--- src/rtl/tl_buffer_if.sv ---
// TileLink beat types and the TL_BUS channel bundle.
// Master modport faces the upstream agent; Slave modport faces the downstream agent.
package tl_pkg;
    typedef struct packed {
        logic [2:0]  opcode;
        logic [3:0]  source;
        logic [31:0] address;
        logic [31:0] data;
    } tl_a_t;

    typedef struct packed {
        logic [2:0]  opcode;
        logic [3:0]  source;
        logic [31:0] address;
    } tl_b_t;

    typedef struct packed {
        logic [2:0]  opcode;
        logic [3:0]  source;
        logic [31:0] address;
        logic [31:0] data;
    } tl_c_t;

    typedef struct packed {
        logic [2:0]  opcode;
        logic [3:0]  source;
        logic [3:0]  sink;
        logic [31:0] data;
    } tl_d_t;

    typedef struct packed {
        logic [7:0] sink;
    } tl_e_t;
endpackage

interface TL_BUS;
    import tl_pkg::*;

    logic  a_valid;
    logic  a_ready;
    tl_a_t a_bits;
    logic  b_valid;
    logic  b_ready;
    tl_b_t b_bits;
    logic  c_valid;
    logic  c_ready;
    tl_c_t c_bits;
    logic  d_valid;
    logic  d_ready;
    tl_d_t d_bits;
    logic  e_valid;
    logic  e_ready;
    tl_e_t e_bits;

    modport Master (
        input  a_valid, a_bits, output a_ready,
        output b_valid, b_bits, input  b_ready,
        input  c_valid, c_bits, output c_ready,
        output d_valid, d_bits, input  d_ready,
        input  e_valid, e_bits, output e_ready
    );

    modport Slave (
        output a_valid, a_bits, input  a_ready,
        input  b_valid, b_bits, output b_ready,
        output c_valid, c_bits, input  c_ready,
        input  d_valid, d_bits, output d_ready,
        output e_valid, e_bits, input  e_ready
    );
endinterface

--- src/rtl/tl_buffer.sv ---
// Five-channel TileLink buffer: one FIFO per channel, depth 0 = wire.
// Define TL_BUFFER_FLOW_EN to let empty FIFOs pass beats through in the same cycle.
module tl_buffer_fifo #(
    parameter int unsigned DEPTH = 2,
    parameter type T = logic
) (
    input  logic clk_i,
    input  logic rst_i,
    input  logic up_valid,
    output logic up_ready,
    input  T     up_bits,
    output logic dn_valid,
    input  logic dn_ready,
    output T     dn_bits
);
    if (DEPTH == 0) begin : g_wire
        logic unused_clk_rst;
        assign unused_clk_rst = clk_i ^ rst_i;
        assign dn_valid = up_valid;
        assign dn_bits  = up_bits;
        assign up_ready = dn_ready;
    end else begin : g_fifo
        localparam int unsigned PW = (DEPTH > 1) ? $clog2(DEPTH) : 1;
        localparam int unsigned CW = $clog2(DEPTH + 1);

        T               mem [DEPTH];
        logic [PW-1:0]  wr_ptr;
        logic [PW-1:0]  rd_ptr;
        logic [PW-1:0]  wr_next;
        logic [PW-1:0]  rd_next;
        logic [CW-1:0]  count;
        logic           full;
        logic           empty;
        logic           push;
        logic           pop;

        assign full    = (count == CW'(DEPTH));
        assign empty   = (count == '0);
        assign wr_next = (wr_ptr == PW'(DEPTH - 1)) ? '0 : wr_ptr + PW'(1);
        assign rd_next = (rd_ptr == PW'(DEPTH - 1)) ? '0 : rd_ptr + PW'(1);

        always_comb begin
            up_ready = 1'b0;
            dn_valid = 1'b0;
            dn_bits  = mem[rd_ptr];
            push     = 1'b0;
            pop      = 1'b0;
`ifdef TL_BUFFER_FLOW_EN
            // An empty FIFO hands the upstream beat straight through;
            // it is only stored when downstream does not take it.
            up_ready = !rst_i && (!full || dn_ready);
            dn_valid = !rst_i && (!empty || up_valid);
            if (empty) begin
                dn_bits = up_bits;
            end
            push = up_valid && up_ready && !(empty && dn_ready);
            pop  = dn_valid && dn_ready && !empty;
`else
            up_ready = !rst_i && !full;
            dn_valid = !rst_i && !empty;
            push     = up_valid && up_ready;
            pop      = dn_valid && dn_ready;
`endif
        end

        always_ff @(posedge clk_i) begin
            if (rst_i) begin
                wr_ptr <= '0;
                rd_ptr <= '0;
                count  <= '0;
            end else begin
                if (push) begin
                    wr_ptr <= wr_next;
                end
                if (pop) begin
                    rd_ptr <= rd_next;
                end
                if (push && !pop) begin
                    count <= count + CW'(1);
                end else if (pop && !push) begin
                    count <= count - CW'(1);
                end
            end
        end

        // Storage carries no reset; bits are ignored while valid is low.
        always_ff @(posedge clk_i) begin
            if (push) begin
                mem[wr_ptr] <= up_bits;
            end
        end
    end
endmodule

module tl_buffer
    import tl_pkg::*;
#(
    parameter int unsigned A_DEPTH = 2,
    parameter int unsigned B_DEPTH = 2,
    parameter int unsigned C_DEPTH = 2,
    parameter int unsigned D_DEPTH = 2,
    parameter int unsigned E_DEPTH = 2
) (
    input logic    clk_i,
    input logic    rst_i,
    TL_BUS.Master  in,
    TL_BUS.Slave   out
);
    tl_buffer_fifo #(.DEPTH(A_DEPTH), .T(tl_a_t)) u_a (
        .clk_i    (clk_i),
        .rst_i    (rst_i),
        .up_valid (in.a_valid),
        .up_ready (in.a_ready),
        .up_bits  (in.a_bits),
        .dn_valid (out.a_valid),
        .dn_ready (out.a_ready),
        .dn_bits  (out.a_bits)
    );

    // B and D flow back from the slave side toward the master side.
    tl_buffer_fifo #(.DEPTH(B_DEPTH), .T(tl_b_t)) u_b (
        .clk_i    (clk_i),
        .rst_i    (rst_i),
        .up_valid (out.b_valid),
        .up_ready (out.b_ready),
        .up_bits  (out.b_bits),
        .dn_valid (in.b_valid),
        .dn_ready (in.b_ready),
        .dn_bits  (in.b_bits)
    );

    tl_buffer_fifo #(.DEPTH(C_DEPTH), .T(tl_c_t)) u_c (
        .clk_i    (clk_i),
        .rst_i    (rst_i),
        .up_valid (in.c_valid),
        .up_ready (in.c_ready),
        .up_bits  (in.c_bits),
        .dn_valid (out.c_valid),
        .dn_ready (out.c_ready),
        .dn_bits  (out.c_bits)
    );

    tl_buffer_fifo #(.DEPTH(D_DEPTH), .T(tl_d_t)) u_d (
        .clk_i    (clk_i),
        .rst_i    (rst_i),
        .up_valid (out.d_valid),
        .up_ready (out.d_ready),
        .up_bits  (out.d_bits),
        .dn_valid (in.d_valid),
        .dn_ready (in.d_ready),
        .dn_bits  (in.d_bits)
    );

    tl_buffer_fifo #(.DEPTH(E_DEPTH), .T(tl_e_t)) u_e (
        .clk_i    (clk_i),
        .rst_i    (rst_i),
        .up_valid (in.e_valid),
        .up_ready (in.e_ready),
        .up_bits  (in.e_bits),
        .dn_valid (out.e_valid),
        .dn_ready (out.e_ready),
        .dn_bits  (out.e_bits)
    );
endmodule

--- src/flat_wrapper.sv ---
// flat-port wrapper written by rule: the top's interface ports become plain ports
module tl_buffer_flat import tl_pkg::*;
#(
    parameter int unsigned A_DEPTH = 2,
    parameter int unsigned B_DEPTH = 2,
    parameter int unsigned C_DEPTH = 2,
    parameter int unsigned D_DEPTH = 2,
    parameter int unsigned E_DEPTH = 2
)
  (clk_i, rst_i, in_a_valid, in_a_bits, in_a_ready, in_b_valid, in_b_bits, in_b_ready, in_c_valid, in_c_bits, in_c_ready, in_d_valid, in_d_bits, in_d_ready, in_e_valid, in_e_bits, in_e_ready, out_a_valid, out_a_bits, out_a_ready, out_b_valid, out_b_bits, out_b_ready, out_c_valid, out_c_bits, out_c_ready, out_d_valid, out_d_bits, out_d_ready, out_e_valid, out_e_bits, out_e_ready);
  TL_BUS in_i ();
  TL_BUS out_i ();
  input logic clk_i;
  input logic rst_i;
  input wire logic [$bits(in_i.a_valid)-1:0] in_a_valid;
  input wire logic [$bits(in_i.a_bits)-1:0] in_a_bits;
  output wire logic [$bits(in_i.a_ready)-1:0] in_a_ready;
  output wire logic [$bits(in_i.b_valid)-1:0] in_b_valid;
  output wire logic [$bits(in_i.b_bits)-1:0] in_b_bits;
  input wire logic [$bits(in_i.b_ready)-1:0] in_b_ready;
  input wire logic [$bits(in_i.c_valid)-1:0] in_c_valid;
  input wire logic [$bits(in_i.c_bits)-1:0] in_c_bits;
  output wire logic [$bits(in_i.c_ready)-1:0] in_c_ready;
  output wire logic [$bits(in_i.d_valid)-1:0] in_d_valid;
  output wire logic [$bits(in_i.d_bits)-1:0] in_d_bits;
  input wire logic [$bits(in_i.d_ready)-1:0] in_d_ready;
  input wire logic [$bits(in_i.e_valid)-1:0] in_e_valid;
  input wire logic [$bits(in_i.e_bits)-1:0] in_e_bits;
  output wire logic [$bits(in_i.e_ready)-1:0] in_e_ready;
  output wire logic [$bits(out_i.a_valid)-1:0] out_a_valid;
  output wire logic [$bits(out_i.a_bits)-1:0] out_a_bits;
  input wire logic [$bits(out_i.a_ready)-1:0] out_a_ready;
  input wire logic [$bits(out_i.b_valid)-1:0] out_b_valid;
  input wire logic [$bits(out_i.b_bits)-1:0] out_b_bits;
  output wire logic [$bits(out_i.b_ready)-1:0] out_b_ready;
  output wire logic [$bits(out_i.c_valid)-1:0] out_c_valid;
  output wire logic [$bits(out_i.c_bits)-1:0] out_c_bits;
  input wire logic [$bits(out_i.c_ready)-1:0] out_c_ready;
  input wire logic [$bits(out_i.d_valid)-1:0] out_d_valid;
  input wire logic [$bits(out_i.d_bits)-1:0] out_d_bits;
  output wire logic [$bits(out_i.d_ready)-1:0] out_d_ready;
  output wire logic [$bits(out_i.e_valid)-1:0] out_e_valid;
  output wire logic [$bits(out_i.e_bits)-1:0] out_e_bits;
  input wire logic [$bits(out_i.e_ready)-1:0] out_e_ready;
  assign in_i.a_valid = in_a_valid;
  assign in_i.a_bits = in_a_bits;
  assign in_a_ready = in_i.a_ready;
  assign in_b_valid = in_i.b_valid;
  assign in_b_bits = in_i.b_bits;
  assign in_i.b_ready = in_b_ready;
  assign in_i.c_valid = in_c_valid;
  assign in_i.c_bits = in_c_bits;
  assign in_c_ready = in_i.c_ready;
  assign in_d_valid = in_i.d_valid;
  assign in_d_bits = in_i.d_bits;
  assign in_i.d_ready = in_d_ready;
  assign in_i.e_valid = in_e_valid;
  assign in_i.e_bits = in_e_bits;
  assign in_e_ready = in_i.e_ready;
  assign out_a_valid = out_i.a_valid;
  assign out_a_bits = out_i.a_bits;
  assign out_i.a_ready = out_a_ready;
  assign out_i.b_valid = out_b_valid;
  assign out_i.b_bits = out_b_bits;
  assign out_b_ready = out_i.b_ready;
  assign out_c_valid = out_i.c_valid;
  assign out_c_bits = out_i.c_bits;
  assign out_i.c_ready = out_c_ready;
  assign out_i.d_valid = out_d_valid;
  assign out_i.d_bits = out_d_bits;
  assign out_d_ready = out_i.d_ready;
  assign out_e_valid = out_i.e_valid;
  assign out_e_bits = out_i.e_bits;
  assign out_i.e_ready = out_e_ready;
  tl_buffer #(.A_DEPTH(A_DEPTH), .B_DEPTH(B_DEPTH), .C_DEPTH(C_DEPTH), .D_DEPTH(D_DEPTH), .E_DEPTH(E_DEPTH)) u_core (.clk_i(clk_i), .rst_i(rst_i), .in(in_i), .out(out_i));
endmodule
--- config.mk ---
export PLATFORM = sky130hd
export DESIGN_NAME = tl_buffer_flat
export DESIGN_NICKNAME = d
export VERILOG_FILES = /design/src/rtl/tl_buffer_if.sv /design/src/rtl/tl_buffer.sv /design/src/flat_wrapper.sv
export SDC_FILE = /design/constraint.sdc
export NUM_CORES = 1
export LEC_CHECK = 0
export BUFFER_PORTS_ARGS = -buffer_cell sky130_fd_sc_hd__buf_2
export CAP_MARGIN = 25
export CELL_PAD_IN_SITES_DETAIL_PLACEMENT = 0
export CELL_PAD_IN_SITES_GLOBAL_PLACEMENT = 1
export CORE_AREA = 8 8 211 213
export DETAILED_ROUTE_END_ITERATION = 8
export DIE_AREA = 0 0 219 221
export PLACE_DENSITY = 0.85
export SLEW_MARGIN = 20
export SYNTH_ARGS = -nofsm -noshare
export SYNTH_HDL_FRONTEND = slang
export SYNTH_SLANG_ARGS = --single-unit
export TNS_END_PERCENT = 1
--- constraint.sdc ---
create_clock -name clk_i -period 21.8 [get_ports clk_i]
set_input_delay 0 -clock clk_i [delete_from_list [all_inputs] [get_ports clk_i]]
set_output_delay 0 -clock clk_i [all_outputs]
set_load 0.02 [all_outputs]
Word-level counts from Yosys, hierarchy flattened
Memories as Yosys holds them, arrays and structs flattened. A register that Yosys moved wholly into a read port is not among the register bits.
Cells that the tools add are included.
{ "totals": {"n_memories": 5, "register_bits": 20, "mem_bits_rw": 464, "output_inout_bits": 242} }
{ "classes": {"n_eq_ne": 5, "reduce_logical": 61, "add_sub_neg": 20, "muxes": 40} }
{ "memory_table": {"columns": ["memory", "words", "width", "read_ports", "rd_clocked_by_memory_dff", "wr", "line", "rtl"], "rows": [
  ["u_core.u_a.g_fifo.mem", 2, 71, 1, 1, 1, "tl_buffer.sv:26", "T mem [DEPTH];"],
  ["u_core.u_c.g_fifo.mem", 2, 71, 1, 1, 1, "tl_buffer.sv:26", null],
  ["u_core.u_d.g_fifo.mem", 2, 43, 1, 1, 1, "tl_buffer.sv:26", null],
  ["u_core.u_b.g_fifo.mem", 2, 39, 1, 1, 1, "tl_buffer.sv:26", null],
  ["u_core.u_e.g_fifo.mem", 2, 8, 1, 1, 1, "tl_buffer.sv:26", null]
]} }
{ "op_table": {"columns": ["cell", "n"], "rows": [
  ["$logic_and A1 B1 Y1", 30],
  ["$mux W1", 30],
  ["$logic_not A1 Y1", 21],
  ["$mux W2", 10],
  ["$add A1 B1 Y1 const B", 10],
  ["$add A2 B1 Y2 const B", 5],
  ["$eq A2 B2 Y1 const B", 5],
  ["$logic_not A2 Y1", 5],
  ["$reduce_bool A2 Y1", 5],
  ["$sub A2 B1 Y2 const B", 5]
]} }

Longest topological paths before layout
Gate-level depths: netlist (run 1).
{ "logic_depth": {"depth_word": 8, "mapped_depth": 8, "mapped_depth_nobuf": 7} }

Cells and area by module
From an unflattened synthesis (run 1), not the netlist that was laid out.
{ "unflattened": {"hier_cells": 867, "area_unflattened_um2": 17872.1} }
{ "by_module_without_submodules": {"columns": ["mod", "cells_each", "n_inst", "area_each_um2"], "rows": [
  ["tl_buffer_fifo (u_core.u_a ...)", 250, 2, 5340.1],
  ["tl_buffer_fifo (u_core.u_d)", 163, 1, 3335.7],
  ["tl_buffer_fifo (u_core.u_b)", 150, 1, 3044.2],
  ["tl_buffer_fifo (u_core.u_e)", 54, 1, 812.0]
]} }

Worst setup path after synthesis (run 1)
Ideal clock, no wire load.
{ "synth_path": {"path_type": "register to register", "startpoint": "register u_core.u_a.g_fifo.count[1]", "endpoint": "memory u_core.u_a.g_fifo.mem[0][0] in the netlist's numbering, enable pin", "setup_slack_ns": 13.924, "required_ns": 21.125, "path_stages_with_launch": 3, "period_less_slack_ns": 7.876, "arrival_ns": 7.201, "setup_ns": 0.675, "n_path_buf": 0, "path_cell_list": "dfxtp_1 nor2b_2 nor4_1"} }
{ "synth_between": {"elab_chain_len": 6} }
{ "synth_rtl": {"columns": ["element", "line", "rtl"], "rows": [
  ["start: declaration", "tl_buffer.sv:31", "logic [CW-1:0] count;"],
  ["start signal: assignment", "tl_buffer.sv:79", "count <= count + CW'(1);"],
  ["start signal: assignment", "tl_buffer.sv:81", "count <= count - CW'(1);"],
  ["$eq A2 B2 Y1", "tl_buffer.sv:37", "assign full = (count == CW'(DEPTH));"],
  ["$logic_not A1 Y1", "tl_buffer.sv:59", "up_ready = !rst_i && !full;"],
  ["$logic_and A1 B1 Y1", "tl_buffer.sv:59", null],
  ["$logic_and A1 B1 Y1", "tl_buffer.sv:61", "push = up_valid && up_ready;"],
  ["$mux W1", "tl_buffer.sv:88", "if (push) begin"],
  ["$mux W1 (not written as such)", "tl_buffer.sv:89", "mem[wr_ptr] <= up_bits;"],
  ["end: declaration", "tl_buffer.sv:26", null]
]} }
No other way between the ends.

==> flow_summary_export.csv, run 1 <==
group,metric,value,unit
cts,holdBufCountCts,244,
global_route,grt_pass1_wl,67.6,mm
global_route,grt_max_degree,72,
cts,cts_inserted_buffers,49,
route,drc,0,
route,drt-total-wl,45.5,mm
sta,hold_ws,162,ps
finish,drive_above_1_share,48.6,%
cts,postCtsResizedCells,0,
floorplan,die_h,221,um
cts,cts_tree,"yes",
synthesis,syn_inst,867,
global_route,grt_use_total,17.9,%
floorplan,io_pins,486,
route,dr_wl_met3,3.14,mm
power,internal-power,1700,uW
synthesis,syn-num-nets,1116,
setup_path,crit_end,"out_c_bits[61]",
setup_path,worstSetupPathType,"register to primary output",
floorplan,dieArea,48400,um2
power,vdd_drop_max,76.0,uV
sta,max_freq,0.398,GHz
route,final_antenna_net_count,0,
global_route,grt_pass1_vias,11700,
placement,place_congestion,0.780,
setup_path,endpoint_kind,"primary output",
sta,drv_slew,0,
sta,tightest_slew,999,ps
setup_path,startpoint_type,"register",
setup_path,r2r_end,"u_core.u_a.g_fifo.mem[1][17]$_DFFE_PP_",
synthesis,synth_seq_area_share,80.8,%
cts,cts_root_buffer,"clkbuf_16",
route,routed.top_layer,"met4",
synthesis,ys_warn_count,0,
route,wl_met1,17.0,mm
power,p_sw,608,uW
sta,rsz0062_at_grt,"false",
hold_path,hold_path.class,"input pin to register",
setup_path,timing.rr.start,"u_core.u_a.g_fifo.count[1]$_SDFFE_PP0P_",
synthesis,synthMostInstantiatedCell,"edfxtp_1",
placement,dp_hpwl,28.7,mm
cts,clkSlewWorstSetupHoldPaths,60,ps
global_route,grt_overflow_total,0,
floorplan,start_util,43.3,%
synthesis,avgSynthCellArea,20.6,um2
setup_path,r2r_cells,4,
power,power.density,93.0,nW/um2
placement,portBuffers,485,
setup_path,cp.required,21800,ps
sta,skew,18.2,ps
synthesis,ys_async_sr_fraction,0,%
cts,cts_num_sinks,489,
outcome,outcome,"completed",
floorplan,coreArea,41300,um2
power,combPwrFrac,19.0,%
synthesis,yosys.cell_types.count,19,
setup_path,worstPathArrival,2510,ps
finish,area_growth,39.0,%
power,p_clk_share,32.6,%
sta,setup_viol,0,
placement,post-place-ws,19410,ps
sta,post-route-min-period,2510,ps
sta,worst_slack,19290,ps
run,maxCapViolCount,0,
finish,fin_util,60.2,%
floorplan,die_width,219,um
route,drtIter0Drc,843,
cts,clock_latency,560,ps
setup_path,path_max_fanout,48,
synthesis,yosys_register_bits,489,
synthesis,synth_area_leaders,"edfxtp_1 78%, mux2_2 15%, dfxtp_1 2.8%, xor2_1 0.73%, buf_2 0.67%",
floorplan,row_count,75,
route,wire_per_inst,20.6,um
synthesis,synth.top_cell.area_share,78.0,%
global_route,antenna_found_initial,6,
synthesis,synth_edf_count,464,
sta,tns,0,ps
power,total_power,2310,uW
sta,hold_viol,0,
power,p_leak,0.00928,uW
sta,period_share,11.5,%
route,route.vias.total,10700,
synthesis,syn_area,17900,um2
power,swShare,26.3,%
cts,clk_path_buf_depth,3,
synthesis,yosys.area.top_type,"edfxtp_1",
sta,slew_headroom,33.4,%
finish,final_nets,1879,
route,met2_length,23.5,mm
route,dr.pass1.iters,5,
cts,post_cts_buffers,0,
cts,htreeDepth,2,
route,routed_via_density,4.86,
synthesis,synth_common_cells,"464 x edfxtp_1, 232 x mux2_2, 30 x nor2_1",
setup_path,reg2reg_slack,19400,ps
power,share_seq_of_total_power,48.3,%
synthesis,ys.flop_type,"edfxtp_1",
==> final cells by class <==
cell class | instances | area, um2
multi-input cells | 342 | 3290
diodes | 6 | 15.0
flip-flops and latches | 489 | 14400
repair buffers | 743 | 5010
well taps | 539 | 674
clock inverters | 23 | 145
clock buffers | 60 | 1270
fillers | 2954 | 16400
inverters | 5 | 18.8
==> cell families after synthesis <==
logic type,synth area share [%]
AOI/OAI and AO/OA,0.700
xor gates and xnor gates,0.735
adders and majority gates,0.350
buffers and inverters,1.03
DFF,80.8
muxes,14.6
and+or+nand+nor,1.82
==> routing by layer <==
| metal | vias up | track usage, % |
|---|---|---|
| li1 | 4920 | - |
| met1 | 5293 | 20.0 |
| met2 | 412 | 31.4 |
| met3 | 109 | 4.83 |
| met4 | 0 | 8.18 |
| met5 | - | 0 |
==> flip-flops by register name, indices dropped and copies added (netlist names), named ones only <==
signal	flops
u_core.u_e.g_fifo.mem	16
u_core.u_e.g_fifo.rd_ptr	1
u_core.u_b.g_fifo.wr_ptr	1
u_core.u_d.g_fifo.rd_ptr	1
u_core.u_a.g_fifo.count	2
u_core.u_b.g_fifo.rd_ptr	1
u_core.u_a.g_fifo.mem	142
u_core.u_e.g_fifo.wr_ptr	1
u_core.u_c.g_fifo.count	2
u_core.u_d.g_fifo.wr_ptr	1
u_core.u_b.g_fifo.mem	78
u_core.u_a.g_fifo.wr_ptr	1
u_core.u_a.g_fifo.rd_ptr	1
u_core.u_d.g_fifo.count	2
u_core.u_b.g_fifo.count	2
u_core.u_c.g_fifo.wr_ptr	1
u_core.u_c.g_fifo.mem	142
u_core.u_c.g_fifo.rd_ptr	1
u_core.u_e.g_fifo.count	2
u_core.u_d.g_fifo.mem	86
==> power groups by stage <==
stage	Combinational (uW)	Clock [uW]	Sequential (uW)
final	439	754	1120
after global routing	465	810	1120
after CTS	440	768	1120
after detailed placement	400	0	1140
after global placement	391	0	1140
after floorplan	267	0	1130
==> metrics by stage <==
stage / instance area, um2 / std cells
3_3_place_gp: 20900 / 1872
6_report: 24900 / 2207
3_5_place_dp: 21000 / 1873
4_1_cts: 24800 / 2200
2_1_floorplan: 17900 / 867
5_1_grt: 24900 / 2207
==> how the worst min path moves through the flow <==
stage,start,endpoint,slack (ps),cells after the start
after global routing,in_a_bits[54],u_core.u_a.g_fifo.mem[0][54]$_DFFE_PP_,140,2
after floorplan,in_a_bits[0],u_core.u_a.g_fifo.mem[0][0]$_DFFE_PP_,100,0
after detailed placement,in_c_bits[5],u_core.u_c.g_fifo.mem[1][5]$_DFFE_PP_,190,1
after CTS,in_c_bits[50],u_core.u_c.g_fifo.mem[0][50]$_DFFE_PP_,110,2
final,out_b_bits[17],u_core.u_b.g_fifo.mem[0][17]$_DFFE_PP_,160,2
after global placement,out_b_bits[35],u_core.u_b.g_fifo.mem[1][35]$_DFFE_PP_,190,1
==> placed cells by master, fill, tap and decap left out, drive strengths merged, types with 10 or more instances in the layout <==
cell         count
a21oi           10
buf            499
clkbuf          60
clkinv          16
dfxtp           25
dlygate4sd3    244
edfxtp         464
mux2           232
nor2            30
o21ai           15
or3             10
xor2            15
==> worst max-delay path, cell delays in order (launching register included) <==
cell and delay [ps]:
dfxtp_2 680, buf_4 630, mux2_2 430, buf_2 170
Power figures use the tool's default switching activity.
==> run 2: changes to the inputs <==
- clock period: 21.8 -> 2.5 ns (I/O delays scaled with it)
==> run 2 against run 1 <==
Net effect:
- cell count grew 0.68%
- sequential power grew to 8.7 times the previous value
- critical path type unchanged
- worst hold slack got worse by 13 ps
- core utilization rose by 0.89 points
==> flow_summary_export.csv, run 2 (same netlist as run 1, synthesis figures left out) <==
group,metric,value,unit
outcome,outcome,"completed",
finish,final_nets,1885,
global_route,grt_overflow_total,0,
finish,final_cell_mix,"485 x buf_2, 464 x edfxtp_1, 244 x dlygate4sd3_1",
placement,portBuffers,485,
route,met2_length,24.4,mm
route,dr.pass1.iters,5,
power,total_power,20800,uW
setup_path,startpoint_type,"register",
placement,dp_hpwl,30.4,mm
finish,drive_above_1_share,49.3,%
cts,htreeDepth,2,
setup_path,path_max_fanout,24,
route,wl_met1,17.0,mm
route,wire_per_inst,21.1,um
sta,worst_slack,321,ps
cts,cts_tree,"yes",
cts,cts_inserted_buffers,50,
global_route,antenna_found_initial,9,
sta,hold_viol,0,
sta,drv_slew,0,
route,routed_via_density,4.85,
route,drt-total-wl,46.9,mm
cts,clock_latency,570,ps
sta,rsz0062_at_grt,"false",
sta,max_freq,0.459,GHz
global_route,grt_pass1_vias,11900,
cts,clkSlewWorstSetupHoldPaths,70,ps
sta,skew,16.9,ps
placement,post-place-ws,759,ps
finish,reg_top3,"u_core.u_a.g_fifo.mem (142), u_core.u_c.g_fifo.mem (142), u_core.u_d.g_fifo.mem (86)",
placement,detailed_place.area,21200,um2
floorplan,coreArea,41300,um2
cts,postCtsResizedCells,0,
setup_path,worstPathArrival,2180,ps
cts,clk_path_buf_depth,3,
floorplan,start_util,43.3,%
route,route.vias.total,10800,
sta,period_share,87.2,%
power,vdd_drop_max,703,uV
floorplan,die_h,221,um
cts,cts_root_buffer,"clkbuf_16",
setup_path,worstSetupPathType,"register to primary output",
floorplan,row_count,75,
sta,slew_headroom,53.8,%
cts,cts_num_sinks,489,
placement,place_congestion,0.789,
run,maxCapViolCount,0,
sta,setup_viol,0,
route,final_antenna_net_count,0,
power,power.density,827,nW/um2
setup_path,cp.required,2500,ps
hold_path,hold_path.class,"input pin to register",
finish,final_common_cell,"buf_2",
finish,finalInstanceArea,25200,um2
cts,post_cts_buffers,0,
floorplan,io_pins,486,
finish,fin_util,61.1,%
setup_path,endpoint_kind,"primary output",
floorplan,die_width,219,um
sta,post-route-min-period,2180,ps
global_route,grt_use_total,18.7,%
global_route,grt_pass1_wl,69.7,mm
finish,area_growth,41.1,%
global_route,grt_max_degree,72,
power,p_leak,0.00944,uW
route,drc,0,
floorplan,dieArea,48400,um2
route,dr_wl_met3,3.67,mm
sta,tightest_slew,687,ps
route,routed.top_layer,"met5",
route,drtIter0Drc,790,
-- run 2: cell count changes in the layout (fill, tap and decap cells not counted), sizes merged --
cell / before / now
buf: 499 / 504
bufinv: 1 / 4
clkbuf: 60 / 58
clkinv: 16 / 26
clkinvlp: 4 / 2
diode: 6 / 8
inv: 7 / 6
-- run 2: per-layer routing --
layer / up-vias / global-route usage (%)
li1: 4952 / -
met1: 5272 / 20.7
met2: 452 / 33.4
met3: 104 / 5.35
met4: 2 / 7.71
met5: - / 0
-- run 2: worst max-delay path, stage by stage (launching register included) --
cell and delay, ps:
dfxtp_2 600, buf_4 410, mux2_2 400, buf_2 170
-- run 2: where the power goes --
group / internal (uW) / switching, uW
sequential: 9510 / 251
combinational: 1700 / 2210
clock: 4150 / 3020
-- run 2: through the flow --
stage	setup TNS [ps]	hold slack, ps	cells
after floorplan	-159310	98.9	867
after global placement	0	189	1879
after detailed placement	0	191	1879
after CTS	0	99.8	2214
after global routing	0	125	2222
final	0	149	2222
-- run 2: final timing paths --
| kind | startpoint | end | slack [ps] | cells after the start |
|---|---|---|---|---|
| worst max register to register | u_core.u_b.g_fifo.count[0]$_SDFFE_PP0P_ | u_core.u_b.g_fifo.mem[1][12]$_DFFE_PP_ | 770 | 4 |
| worst min-delay path | in_c_bits[44] | u_core.u_c.g_fifo.mem[1][44]$_DFFE_PP_ | 150 | 2 |
| worst min register to register | u_core.u_e.g_fifo.rd_ptr$_SDFFE_PP0P_ | u_core.u_e.g_fifo.rd_ptr$_SDFFE_PP0P_ | 500 | 2 |
| worst max-delay path | register | out_c_bits[57] | 320 | 3 |
-- run 2: repair_timing --
| item | in CTS | in global routing |
|---|---|---|
| endpoints found under the hold margin | 497 | 0 |
| endpoints found under the setup margin | 0 | 0 |
| hold buffers | 244 | 0 |
-- run 2: area by class of cell --
cell class                      count  area (um2)
Clock buffer                       58        1300
Multi-Input combinational cell    342        3330
Tap cell                          539         674
Sequential cell                   489       14400
Antenna cell                        8        20.0
Fill cell                        2878       16100
Inverter                            5        18.8
Timing Repair Buffer              748        5140
Clock inverter                     33         293
